$ cat src/rtl/gate_access_ctrl_param_pkg.sv
// ---------------------------------------------------------------------------
// gate_access_ctrl_param_pkg
// Shared definitions for the parking-gate access controller.
//   gate_state_e : controller states. The encodings are fixed because the
//                  stimulus benches decode them directly.
//   gate_outs_t  : registered gate/alarm output bundle.
//   outs_for()   : output decode for a given state.
// ---------------------------------------------------------------------------
package gate_access_ctrl_param_pkg;

  typedef enum logic [1:0] {
    IDLE       = 2'd0,
    ESPERA_PIN = 2'd1,
    ABIERTO    = 2'd2,
    BLOQUEO    = 2'd3
  } gate_state_e;

  typedef struct packed {
    logic cerrado;
    logic abierto;
    logic alarma;
    logic bloqueo;
  } gate_outs_t;

  // Cerrado and Abierto are always complementary. Alarma tracks Bloqueo.
  function automatic gate_outs_t outs_for(input gate_state_e s);
    gate_outs_t o;
    o.abierto = (s == ABIERTO);
    o.cerrado = (s != ABIERTO);
    o.bloqueo = (s == BLOQUEO);
    o.alarma  = (s == BLOQUEO);
    return o;
  endfunction

endpackage

$ cat src/rtl/gate_access_ctrl_param_pin_strobe_det.sv
// ---------------------------------------------------------------------------
// pin_strobe_det
// Turns a keypad level into a single-cycle strobe per key press.
// The strobe fires when Pin leaves the idle value. Holding a key produces
// exactly one strobe.
// Ports:
//   Clk      in   rising-edge clock
//   Reset    in   synchronous, active-low reset
//   Pin      in   keypad value (PIN_ESPERA when no key is pressed)
//   pin_stb  out  high for the cycle in which a new key press is seen
// ---------------------------------------------------------------------------
module pin_strobe_det #(
  parameter int                PIN_W      = 8,
  parameter logic [PIN_W-1:0]  PIN_ESPERA = '0
) (
  input  logic             Clk,
  input  logic             Reset,
  input  logic [PIN_W-1:0] Pin,
  output logic             pin_stb
);

  logic [PIN_W-1:0] pin_prev;

  // Starting from the idle value means a key already held when reset is
  // released still yields one strobe.
  always_ff @(posedge Clk) begin
    // NOTE: state is written with <= so every register samples pre-edge values.
    if (!Reset) pin_prev <= PIN_ESPERA;
    else        pin_prev <= Pin;
  end

  assign pin_stb = (Pin != PIN_ESPERA) && (pin_prev == PIN_ESPERA);

endmodule

$ cat src/rtl/gate_access_ctrl_param.sv
// ---------------------------------------------------------------------------
// gate_access_ctrl_param
// Parking-gate access controller. A vehicle arrival arms PIN entry. A correct
// PIN opens the gate. MAX_INTENTOS consecutive wrong PINs lock the gate and
// raise the alarm. PIN entry is abandoned after TIMEOUT_CIC idle cycles.
// Passing while a second vehicle sits on the entry sensor (tailgating) also
// locks the gate.
// Ports:
//   Clk       in   rising-edge clock
//   Reset     in   synchronous, active-low reset
//   Vehiculo  in   vehicle present at entry sensor
//   Termino   in   vehicle finished passing (exit sensor)
//   Pin       in   keypad value, PIN_ESPERA when idle
//   Cerrado   out  gate closed
//   Abierto   out  gate open
//   Alarma    out  alarm active
//   Bloqueo   out  controller locked out
//   Intentos  out  consecutive wrong PINs since the last correct PIN
// ---------------------------------------------------------------------------
module gate_access_ctrl_param
  import gate_access_ctrl_param_pkg::*;
#(
  parameter int                PIN_W        = 8,
  parameter logic [PIN_W-1:0]  PIN_CORRECTO = 'h08,
  parameter logic [PIN_W-1:0]  PIN_ESPERA   = '0,
  parameter int                MAX_INTENTOS = 3,
  parameter int                TIMEOUT_CIC  = 16,
  parameter int                CNT_W        = $clog2(MAX_INTENTOS + 1)
) (
  input  logic             Clk,
  input  logic             Reset,
  input  logic             Vehiculo,
  input  logic             Termino,
  input  logic [PIN_W-1:0] Pin,
  output logic             Cerrado,
  output logic             Abierto,
  output logic             Alarma,
  output logic             Bloqueo,
  output logic [CNT_W-1:0] Intentos
);

  localparam int               TMR_W    = $clog2(TIMEOUT_CIC);
  localparam logic [TMR_W-1:0] TMR_LAST = TMR_W'(TIMEOUT_CIC - 1);
  localparam logic [CNT_W-1:0] INT_MAX  = CNT_W'(MAX_INTENTOS);

  gate_state_e      state;
  gate_outs_t       outs;
  logic [TMR_W-1:0] timer;
  logic             pin_stb;
  logic             pin_ok;

  pin_strobe_det #(
    .PIN_W      (PIN_W),
    .PIN_ESPERA (PIN_ESPERA)
  ) u_pin_strobe (
    .Clk     (Clk),
    .Reset   (Reset),
    .Pin     (Pin),
    .pin_stb (pin_stb)
  );

  assign pin_ok = (Pin == PIN_CORRECTO);

  // Outputs are loaded together with the state they decode, so they change
  // on the same edge as the state.
  always_ff @(posedge Clk) begin
    // NOTE: reset is synchronous and overrides every transition below; all
    // registers here are plain flops, so every one of them is reset.
    if (!Reset) begin
      state    <= IDLE;
      outs     <= outs_for(IDLE);
      timer    <= '0;
      Intentos <= '0;
    end else begin
      case (state)
        IDLE: begin
          if (Vehiculo) begin
            state <= ESPERA_PIN;
            outs  <= outs_for(ESPERA_PIN);
            timer <= '0;
          end
        end

        ESPERA_PIN: begin
          timer <= timer + 1'b1;
          if (!Vehiculo) begin
            state <= IDLE;
            outs  <= outs_for(IDLE);
          end else if (pin_stb && pin_ok) begin
            state    <= ABIERTO;
            outs     <= outs_for(ABIERTO);
            Intentos <= '0;
          end else if (pin_stb && (Intentos >= INT_MAX - 1'b1)) begin
            state    <= BLOQUEO;
            outs     <= outs_for(BLOQUEO);
            Intentos <= INT_MAX;
          end else if (pin_stb) begin
            // A wrong PIN restarts the entry window.
            Intentos <= Intentos + 1'b1;
            timer    <= '0;
          end else if (timer == TMR_LAST) begin
            state <= IDLE;
            outs  <= outs_for(IDLE);
          end
        end

        ABIERTO: begin
          if (Termino && Vehiculo) begin
            state <= BLOQUEO;
            outs  <= outs_for(BLOQUEO);
          end else if (Termino) begin
            state <= IDLE;
            outs  <= outs_for(IDLE);
          end
        end

        BLOQUEO: begin
          // Only the correct PIN leaves lockout; Intentos stays saturated.
          if (pin_stb && pin_ok) begin
            state    <= IDLE;
            outs     <= outs_for(IDLE);
            Intentos <= '0;
          end
        end

        default: begin
          state <= IDLE;
          outs  <= outs_for(IDLE);
        end
      endcase
    end
  end

  assign Cerrado = outs.cerrado;
  assign Abierto = outs.abierto;
  assign Alarma  = outs.alarma;
  assign Bloqueo = outs.bloqueo;

endmodule
$ cat config.mk
export PLATFORM = sky130hd
export DESIGN_NAME = gate_access_ctrl_param
export DESIGN_NICKNAME = d
export VERILOG_FILES = /design/src/rtl/gate_access_ctrl_param_pkg.sv /design/src/rtl/gate_access_ctrl_param_pin_strobe_det.sv /design/src/rtl/gate_access_ctrl_param.sv
export SDC_FILE = /design/constraint.sdc
export NUM_CORES = 1
export LEC_CHECK = 0
export CAP_MARGIN = 20
export CORE_ASPECT_RATIO = 0.75
export CORE_MARGIN = 4
export CORE_UTILIZATION = 47
export CTS_BUF_LIST = sky130_fd_sc_hd__clkbuf_4 sky130_fd_sc_hd__clkbuf_8 sky130_fd_sc_hd__clkbuf_16
export CTS_CLUSTER_SIZE = 20
export DETAILED_ROUTE_END_ITERATION = 8
export PLACE_DENSITY = 0.78
export SLEW_MARGIN = 10
export SYNTH_ARGS = -nofsm -noshare
export SYNTH_HDL_FRONTEND = slang
export SYNTH_SLANG_ARGS = --single-unit
$ cat constraint.sdc
create_clock -name Clk -period 1.69 [get_ports Clk]
set_input_delay 0.338 -clock Clk [delete_from_list [all_inputs] [get_ports Clk]]
set_output_delay 0.338 -clock Clk [all_outputs]
set_load 0.05 [all_outputs]
==> out/results.tsv, run 1 <==
metric	value	unit
status	complete, no violations	
reg2reg_from	u_pin_strobe.pin_prev[2]$_SDFF_PN0_	
crit_type	reg -> reg	
cp-end-kind	flop	
antennaDiodeCount	0	
yosysSeqAreaShare	34.0	%
core	2140	um2
cp_data_required_time	1.93	ns
relSlewSlack	77.6	%
fin_ws	0.0452	ns
synth_top_area_share	34.0	%
gp_congestion	0.925	
synth_edf_count	0	
cts_sinks	19	
grt_overflow	0	
synth_common_cells	dfxtp_1, nand2_1, nand3_1, mux2i_1	
first_pass_iters	4	
p_per_area	641	nW/um2
cp_max_fo	5	
pre_cts_slack	-0.549	ns
p_sw_share	30.5	%
drt_iter0_drc	65	
arrival	1.88	ns
yosysWarnings	0	
clock_latency	0.30	ns
syn-cell-area	1120	um2
fin_worst_skew	0.00445	ns
root_buffer	clkbuf_4	
finalCriticalPeriod	1.64	ns
synth_cell_types	38	
routed-via-count	1084	
max-clock-path-buffers	2	
synth_area_leaders	dfxtp_1, mux2i_1, ha_1	
synth_seq_cells	19	
synth_cells	127	
critPathLaunch	u_pin_strobe.pin_prev[2]$_SDFF_PN0_	
synth_top_family_by_area	simple AND/OR/NAND/NOR gates	
grtUsageTotal	18.9	%
synth_xor_area_share	0	%
synthAdderAreaFrac	6.72	%
grt_max_degree	14	
grt_pass1_vias	1102	
p_int	0.712	mW
place_area	1450	um2
rsz0062_at_grt	yes	
ys.flop_type	dfxtp_1	
clkPwrFrac	22.2	%
p_seq_share	47.4	%
dp_cells	189	
synth_nets	145	
htree_levels	1	
dp_hpwl	2100	um
hold_ws	0.367	ns
start_util	52.3	%
fin_cells	196	
worst_setup_path_start_kind	flop	
wire_per_inst	14.7	um
cts_tree	built	
syn2layout_area_growth	43.2	%
cts_buffers	3	
worst_slew_pin_slew	0.333	ns
routed_wl	2880	um
antenna_found_initial	0	
drc	0	
maxCapViolCount	0	
clkTransAtPathRegs	0.10	ns
ios	18	
vdd_drop_max	0.389	mV
die_y	50.2	um
pwr-share-comb	30.4	%
synthMostInstantiatedCell	dfxtp_1	
grt_pass1_wl	4860	um
hold_violations	0	
synthMuxAreaShare	7.17	%
final_cell_area	1600	um2
die-area	3230	um2
via_per_inst	5.53	
min-delay-path-class	in -> reg	
drtAntennaViolNets	0	
switchingPower	0.313	mW
synth_compound_area_share	15.5	%
io_buffers	17	
row_count	14	
die_w	64.3	um
syn_area_per_cell	8.80	um2
hp-start	Pin[5]	
leakage	0.643	nW
yosys.area.top_type	dfxtp_1	
fin_nets	183	
drv_slew	0	
min_period_over_period	97.3	%
drive_gt1_share	36.6	%
synthArstFlopShare	0	%
synth_simple_gate_area_share	31.1	%
fmax	0.608	GHz
setup_viol	0	
[timing repair]
| item | 4_1_cts | 5_1_grt |
|---|---|---|
| endpoints found under the hold margin | 0 | 0 |
| pin swaps | 8 | 9 |
| buffers inserted | 3 | 0 |
| endpoints found under the setup margin | 7 | 11 |
| hold buffers | 0 | 0 |
| gates resized for setup | 19 | 15 |
[cells by family after synthesis]
| logic type | count (synthesis) |
|---|---|
| and+or+nand+nor | 61 |
| DFF | 19 |
| buffers and inverters | 13 |
| muxes | 8 |
| AOI/OAI and AO/OA | 20 |
| adders and majority gates | 6 |
[worst max-delay path, stage by stage, from the launching register on]
cell and delay, ns:
dfxtp_2 0.34, nor4_4 0.25, buf_4 0.16, and2_4 0.18
a21oi_4 0.07, o31ai_4 0.24, buf_6 0.16, mux2i_1 0.19
[final cells by class]
cell class	count	area, um2
clock buffer	3	22.5
tap	32	40.0
inverter	7	28.8
clock inverter	1	5.00
sequential	19	389
timing repair buffer	39	325
fill	169	537
multi-input combinational	95	790
[per-layer routing]
layer	global-route usage (%)	share of wire [%]
met5	0	0
met4	4.56	1.1
met3	7.59	5.8
met2	30.7	48
met1	23.5	45
[cells in the final DEF, fill, tap and decap left out, types with 3 or more instances in the layout]
cell,n
buf_4,25
nand2_1,15
dfxtp_1,14
nand3_1,8
mux2i_1,8
and2_1,7
dlygate4sd2_1,7
inv_1,6
nor2_1,5
dfxtp_2,4
nor2b_1,4
ha_1,4
clkbuf_4,3
clkdlybuf4s50_1,3
buf_6,3
[state kept, by name (all words and copies together), names as in the netlist]
| name | count |
|---|---|
| u_pin_strobe.pin_prev | 8 |
| timer | 4 |
| Intentos | 2 |
| Alarma | 1 |
| state | 2 |
| Abierto | 1 |
| Cerrado | 1 |
[final timing paths]
kind	endpoint	slack, ns	cells after the start
min	u_pin_strobe.pin_prev[5]$_SDFF_PN0_	0.37	2
max reg2reg	Cerrado$_SDFFE_PN1P_	0.05	7
max	Cerrado$_SDFFE_PN1P_	0.05	7
min reg2reg	Abierto$_SDFFE_PN0P_	0.48	2
[power groups by stage]
stage	combinational [mW]	sequential (mW)	clock, mW
5_1_grt	0.343	0.489	0.265
4_1_cts	0.295	0.482	0.234
3_3_place_gp	0.276	0.490	0
6_report	0.311	0.486	0.228
2_1_floorplan	0.147	0.504	0
3_5_place_dp	0.281	0.492	0
[stage by stage]
step / setup TNS, ns / power, mW / utilization [%]
3_5_place_dp: -4.43 / 0.773 / 67.9
4_1_cts: 0 / 1.01 / 72.3
6_report: 0 / 1.03 / 74.9
2_1_floorplan: -0.141 / 0.650 / -
5_1_grt: -0.306 / 1.10 / 74.9
3_3_place_gp: -3.52 / 0.767 / 67.9
No activity file was read; power rests on OpenSTA's default activity.
==> run 2, diff against run 1 <==
--- a/config.mk
+++ b/config.mk
@@ -8,11 +8,11 @@
 export CAP_MARGIN = 20
 export CORE_ASPECT_RATIO = 0.75
 export CORE_MARGIN = 4
-export CORE_UTILIZATION = 47
+export CORE_UTILIZATION = 40
 export CTS_BUF_LIST = sky130_fd_sc_hd__clkbuf_4 sky130_fd_sc_hd__clkbuf_8 sky130_fd_sc_hd__clkbuf_16
 export CTS_CLUSTER_SIZE = 20
 export DETAILED_ROUTE_END_ITERATION = 8
-export PLACE_DENSITY = 0.78
+export PLACE_DENSITY = 0.69
 export SLEW_MARGIN = 10
 export SYNTH_ARGS = -nofsm -noshare
 export SYNTH_HDL_FRONTEND = slang
==> out/results.tsv, run 2 (same netlist as run 1, synthesis figures left out) <==
metric	value	unit
vdd_drop_max	0.416	mV
cts_buffers	3	
grt_overflow	0	
syn2layout_area_growth	43.9	%
grt_util_met1	19.8	%
die-area	3710	um2
drc	0	
drv_slew	0	
final_cell_mix	buf_4, dfxtp_1, nand2_1	
fin_nets	181	
grt_busiest_layer	met2	
worst_setup_path_start_kind	flop	
dp_cells	190	
critPathTopFamily	simple AND/OR/NAND/NOR gates	
min-delay-path-class	in -> reg	
first_pass_iters	4	
start_util	42.3	%
p_per_area	698	nW/um2
cp_max_fo	4	
cts_sinks	19	
worst_slew_pin_slew	0.423	ns
max-clock-path-buffers	2	
die_y	53.8	um
maxCapViolCount	0	
fmax	0.592	GHz
clock_latency	0.25	ns
routed_wl	2980	um
fin_worst_skew	0.000727	ns
antennaDiodeCount	0	
fin_total_pwr	1.12	mW
cp-end-kind	flop	
leakage	0.636	nW
critical_path.slowest_cell	dfxtp_1	
grt_max_degree	15	
worst-path-buf-inv	1	
cts_hold_buf	0	
antenna_found_initial	0	
hold_violations	0	
status	complete, but fails checks	
regMostFlops	u_pin_strobe.pin_prev	
grtUsageTotal	16.5	%
path_cells	nor4_2 > buf_4 > and2_4 > nand3_1 > and3_1 > o31a_1	
mostFrequentLayoutCell	buf_4	
drt_iter0_drc	93	
crit_type	reg -> reg	
drtAntennaViolNets	0	
min_period_over_period	100	%
grtUsageMet3	3.92	%
drive_gt1_share	35.8	%
rsz0062_at_grt	yes	
cts_tree	built	
wire_per_inst	15.1	um
routed-via-count	1073	
fillers	231	
via_per_inst	5.42	
slowest_delay	0.31	ns
arrival	1.84	ns
reg_top3	u_pin_strobe.pin_prev (8), timer (4)	
grt_pass1_vias	1039	
core	2640	um2
setup_viol	1	
fin_ws	-0.000598	ns
die_w	69.0	um
use_met2	30.7	%
finalCriticalPeriod	1.69	ns
gp_congestion	0.911	
violations	negative setup slack	
ios	18	
relSlewSlack	71.7	%
grt_pass1_wl	4800	um
fin_cells	198	
root_buffer	clkbuf_8	
cp_data_required_time	1.84	ns
io_buffers	17	
pre_cts_slack	-0.617	ns
row_count	16	
clkTransAtPathRegs	0.07	ns
multi_input_area	791	um2
seq_area	387	um2
htree_levels	1	
largest_register_ff_count	8	
dp_hpwl	2140	um
utilization	60.8	%
hold_ws	0.454	ns
[run 2: cell count changes in the layout (fill, tap and decap cells not counted), moves of 2 or more]
cell	previous run	this run
buf_6	3	1
dfxtp_1	14	16
clkbuf_8	0	3
dfxtp_2	4	2
clkbuf_4	3	1
[run 2: per-layer routing]
metal | wire, um | share of wire [%] | vias to the layer above
met5 | 0 | 0 | -
met4 | 66 | 2.2 | 0
met1 | 1280 | 43 | 482
met2 | 1450 | 49 | 55
met3 | 183 | 6.1 | 12
li1 | - | - | 524
[run 2: timing repair]
action	CTS	global route
endpoints found under the setup margin	7	8
setup buffers	3	1
resized for setup	17	13
pin swaps	7	9
[run 2: cell type report]
class	count	share of cell area (%)
multi-input combinational	95	49.2
inverter	7	1.79
clock buffer	4	3.04
timing repair buffer	37	19.1
sequential	19	24.0
tap	36	2.80
[run 2: stage by stage]
step                setup TNS (ns)  cell area, um2
finish                   -0.000598            1610
global route                -0.209            1610
CTS                              0            1550
detailed placement           -4.63            1430
global placement             -3.64            1430
floorplan                   -0.141            1150
[run 2: report_power, final]
group	internal, mW	leakage, nW	total (mW)	switching, mW
logic	0.145	0.452	0.308	0.163
registers	0.470	0.157	0.484	0.0143
clock network	0.184	0.0262	0.331	0.147
total	0.799	0.636	1.12	0.324
[run 2: path summary, 6_finish.rpt]
path	start	end	slack (ns)	cells past startpoint
worst max-delay path	u_pin_strobe.pin_prev[2]$_SDFF_PN0_	Intentos[0]$_SDFFE_PN0P_	-0.0006	6
worst min-delay path	Pin[1]	u_pin_strobe.pin_prev[1]$_SDFF_PN0_	0.45	2
worst max register to register	u_pin_strobe.pin_prev[2]$_SDFF_PN0_	Intentos[0]$_SDFFE_PN0P_	-0.0006	6
worst min register to register	Abierto$_SDFFE_PN0P_	Abierto$_SDFFE_PN0P_	0.49	2
==> run 3, diff against run 2 <==
--- a/config.mk
+++ b/config.mk
@@ -12,7 +12,8 @@
 export CTS_BUF_LIST = sky130_fd_sc_hd__clkbuf_4 sky130_fd_sc_hd__clkbuf_8 sky130_fd_sc_hd__clkbuf_16
 export CTS_CLUSTER_SIZE = 20
 export DETAILED_ROUTE_END_ITERATION = 8
-export PLACE_DENSITY = 0.69
+export PLACE_DENSITY = 0.72
+export SETUP_SLACK_MARGIN = 0.2
 export SLEW_MARGIN = 10
 export SYNTH_ARGS = -nofsm -noshare
 export SYNTH_HDL_FRONTEND = slang
==> out/results.tsv, run 3 (same netlist as run 1, synthesis figures left out) <==
metric	value	unit
drive_gt1_share	35.2	%
final_cell_mix	buf_4, dfxtp_1, nand2_1	
utilization	62.0	%
clock_latency	0.26	ns
htree_levels	1	
multi_input_area	783	um2
hold_violations	0	
row_count	16	
syn2layout_area_growth	46.6	%
antennaDiodeCount	0	
reg_top3	u_pin_strobe.pin_prev (8), timer (4)	
antenna_found_initial	0	
cts_hold_buf	0	
routed_wl	2870	um
core	2640	um2
status	complete, no violations	
maxCapViolCount	0	
max-clock-path-buffers	2	
grt_pass1_wl	4820	um
cts_sinks	19	
fin_nets	184	
relSlewSlack	79.8	%
first_pass_iters	4	
seq_area	387	um2
via_per_inst	5.38	
critical_path.slowest_cell	nor4b_4	
fmax	0.598	GHz
fillers	240	
drt_iter0_drc	44	
worst_slew_pin_slew	0.302	ns
root_buffer	clkbuf_8	
worst_setup_path_start_kind	primary input	
slowest_delay	0.35	ns
vdd_drop_max	0.356	mV
drv_slew	0	
leakage	0.653	nW
drc	0	
min-delay-path-class	reg -> reg	
start_util	42.3	%
die-area	3710	um2
wire_per_inst	14.3	um
mostFrequentLayoutCell	buf_4	
drtAntennaViolNets	0	
cp-end-kind	flop	
grtUsageTotal	16.4	%
grt_max_degree	26	
grt_pass1_vias	1017	
cts_buffers	3	
fin_worst_skew	0.00539	ns
finalCriticalPeriod	1.67	ns
routed-via-count	1081	
io_buffers	17	
arrival	1.82	ns
p_per_area	696	nW/um2
gp_congestion	0.906	
min_period_over_period	98.9	%
finalSetupTns	0	ns
crit_type	in -> reg	
clkTransAtPathRegs	0.06	ns
rsz0062_at_grt	yes	
die_w	69.0	um
ios	18	
cts_tree	built	
path_cells	dlygate4sd2_1 > nor4b_4 > and4_4 > o221a_4 > o31ai_4 > buf_6 > mux2i_1	
fin_total_pwr	1.14	mW
regMostFlops	u_pin_strobe.pin_prev	
dp_hpwl	2000	um
cp_max_fo	4	
cp_data_required_time	1.84	ns
grt_overflow	0	
largest_register_ff_count	8	
setup_viol	0	
die_y	53.8	um
run 3: cell count changes in the layout (fill, tap and decap cells not counted), sizes merged:
cell         delta
buf             +3
clkbuf          -1
dlygate4sd2     +1
run 3: worst paths after layout:
| check | to | startpoint | slack (ns) | cells past startpoint |
|---|---|---|---|---|
| worst max-delay path | state[0]$_SDFFE_PN0P_ | Pin[2] | 0.02 | 7 |
| worst min register to register | Abierto$_SDFFE_PN0P_ | Abierto$_SDFFE_PN0P_ | 0.47 | 2 |
| worst min-delay path | Abierto$_SDFFE_PN0P_ | Abierto$_SDFFE_PN0P_ | 0.47 | 2 |
| worst max register to register | Cerrado$_SDFFE_PN1P_ | Intentos[0]$_SDFFE_PN0P_ | 0.04 | 8 |
run 3: what timing repair did:
item | CTS | global route
pin swaps | 14 | 5
endpoints found under the setup margin | 11 | 11
resized for setup | 28 | 6
endpoints found under the hold margin | 0 | 0
setup buffers | 4 | 1
gates cloned | 0 | 0
run 3: power by group:
group	internal [mW]	switching, mW	total, mW
combinational	0.160	0.160	0.320
sequential	0.470	0.0150	0.485
clock	0.184	0.150	0.334
run 3: metal layers:
layer	share of wire, %	GRT usage, %
met1	47	21.1
met2	46	27.5
met3	5.7	4.10
met4	0.80	5.19
met5	0	0
run 3: worst max-delay path, delay by kind of cell:
kind                   cells  cell delay, ns
buffers and inverters      2            0.44
multiplexers               1            0.11
AO/OA/AOI/OAI              2            0.26
AND/OR/NAND/NOR            2            0.67
run 3: through the flow:
stage / hold slack (ns) / area (um2) / cells / worst slack [ns]
CTS: 0.474 / 1600 / 200 / 0.0332
detailed placement: 0.460 / 1460 / 192 / -0.546
finish: 0.469 / 1640 / 201 / 0.0184
global route: 0.500 / 1640 / 201 / -0.0429
floorplan: 0.458 / 1150 / 127 / -0.0283
global placement: 0.446 / 1460 / 192 / -0.463
run 3: cell type report:
| cell class | instances | share of cell area (%) |
|---|---|---|
| clock buffer | 4 | 2.98 |
| inverter | 7 | 1.76 |
| multi-input combinational | 95 | 47.8 |
| sequential | 19 | 23.6 |
| tap | 36 | 2.75 |
| timing repair buffer | 40 | 21.1 |
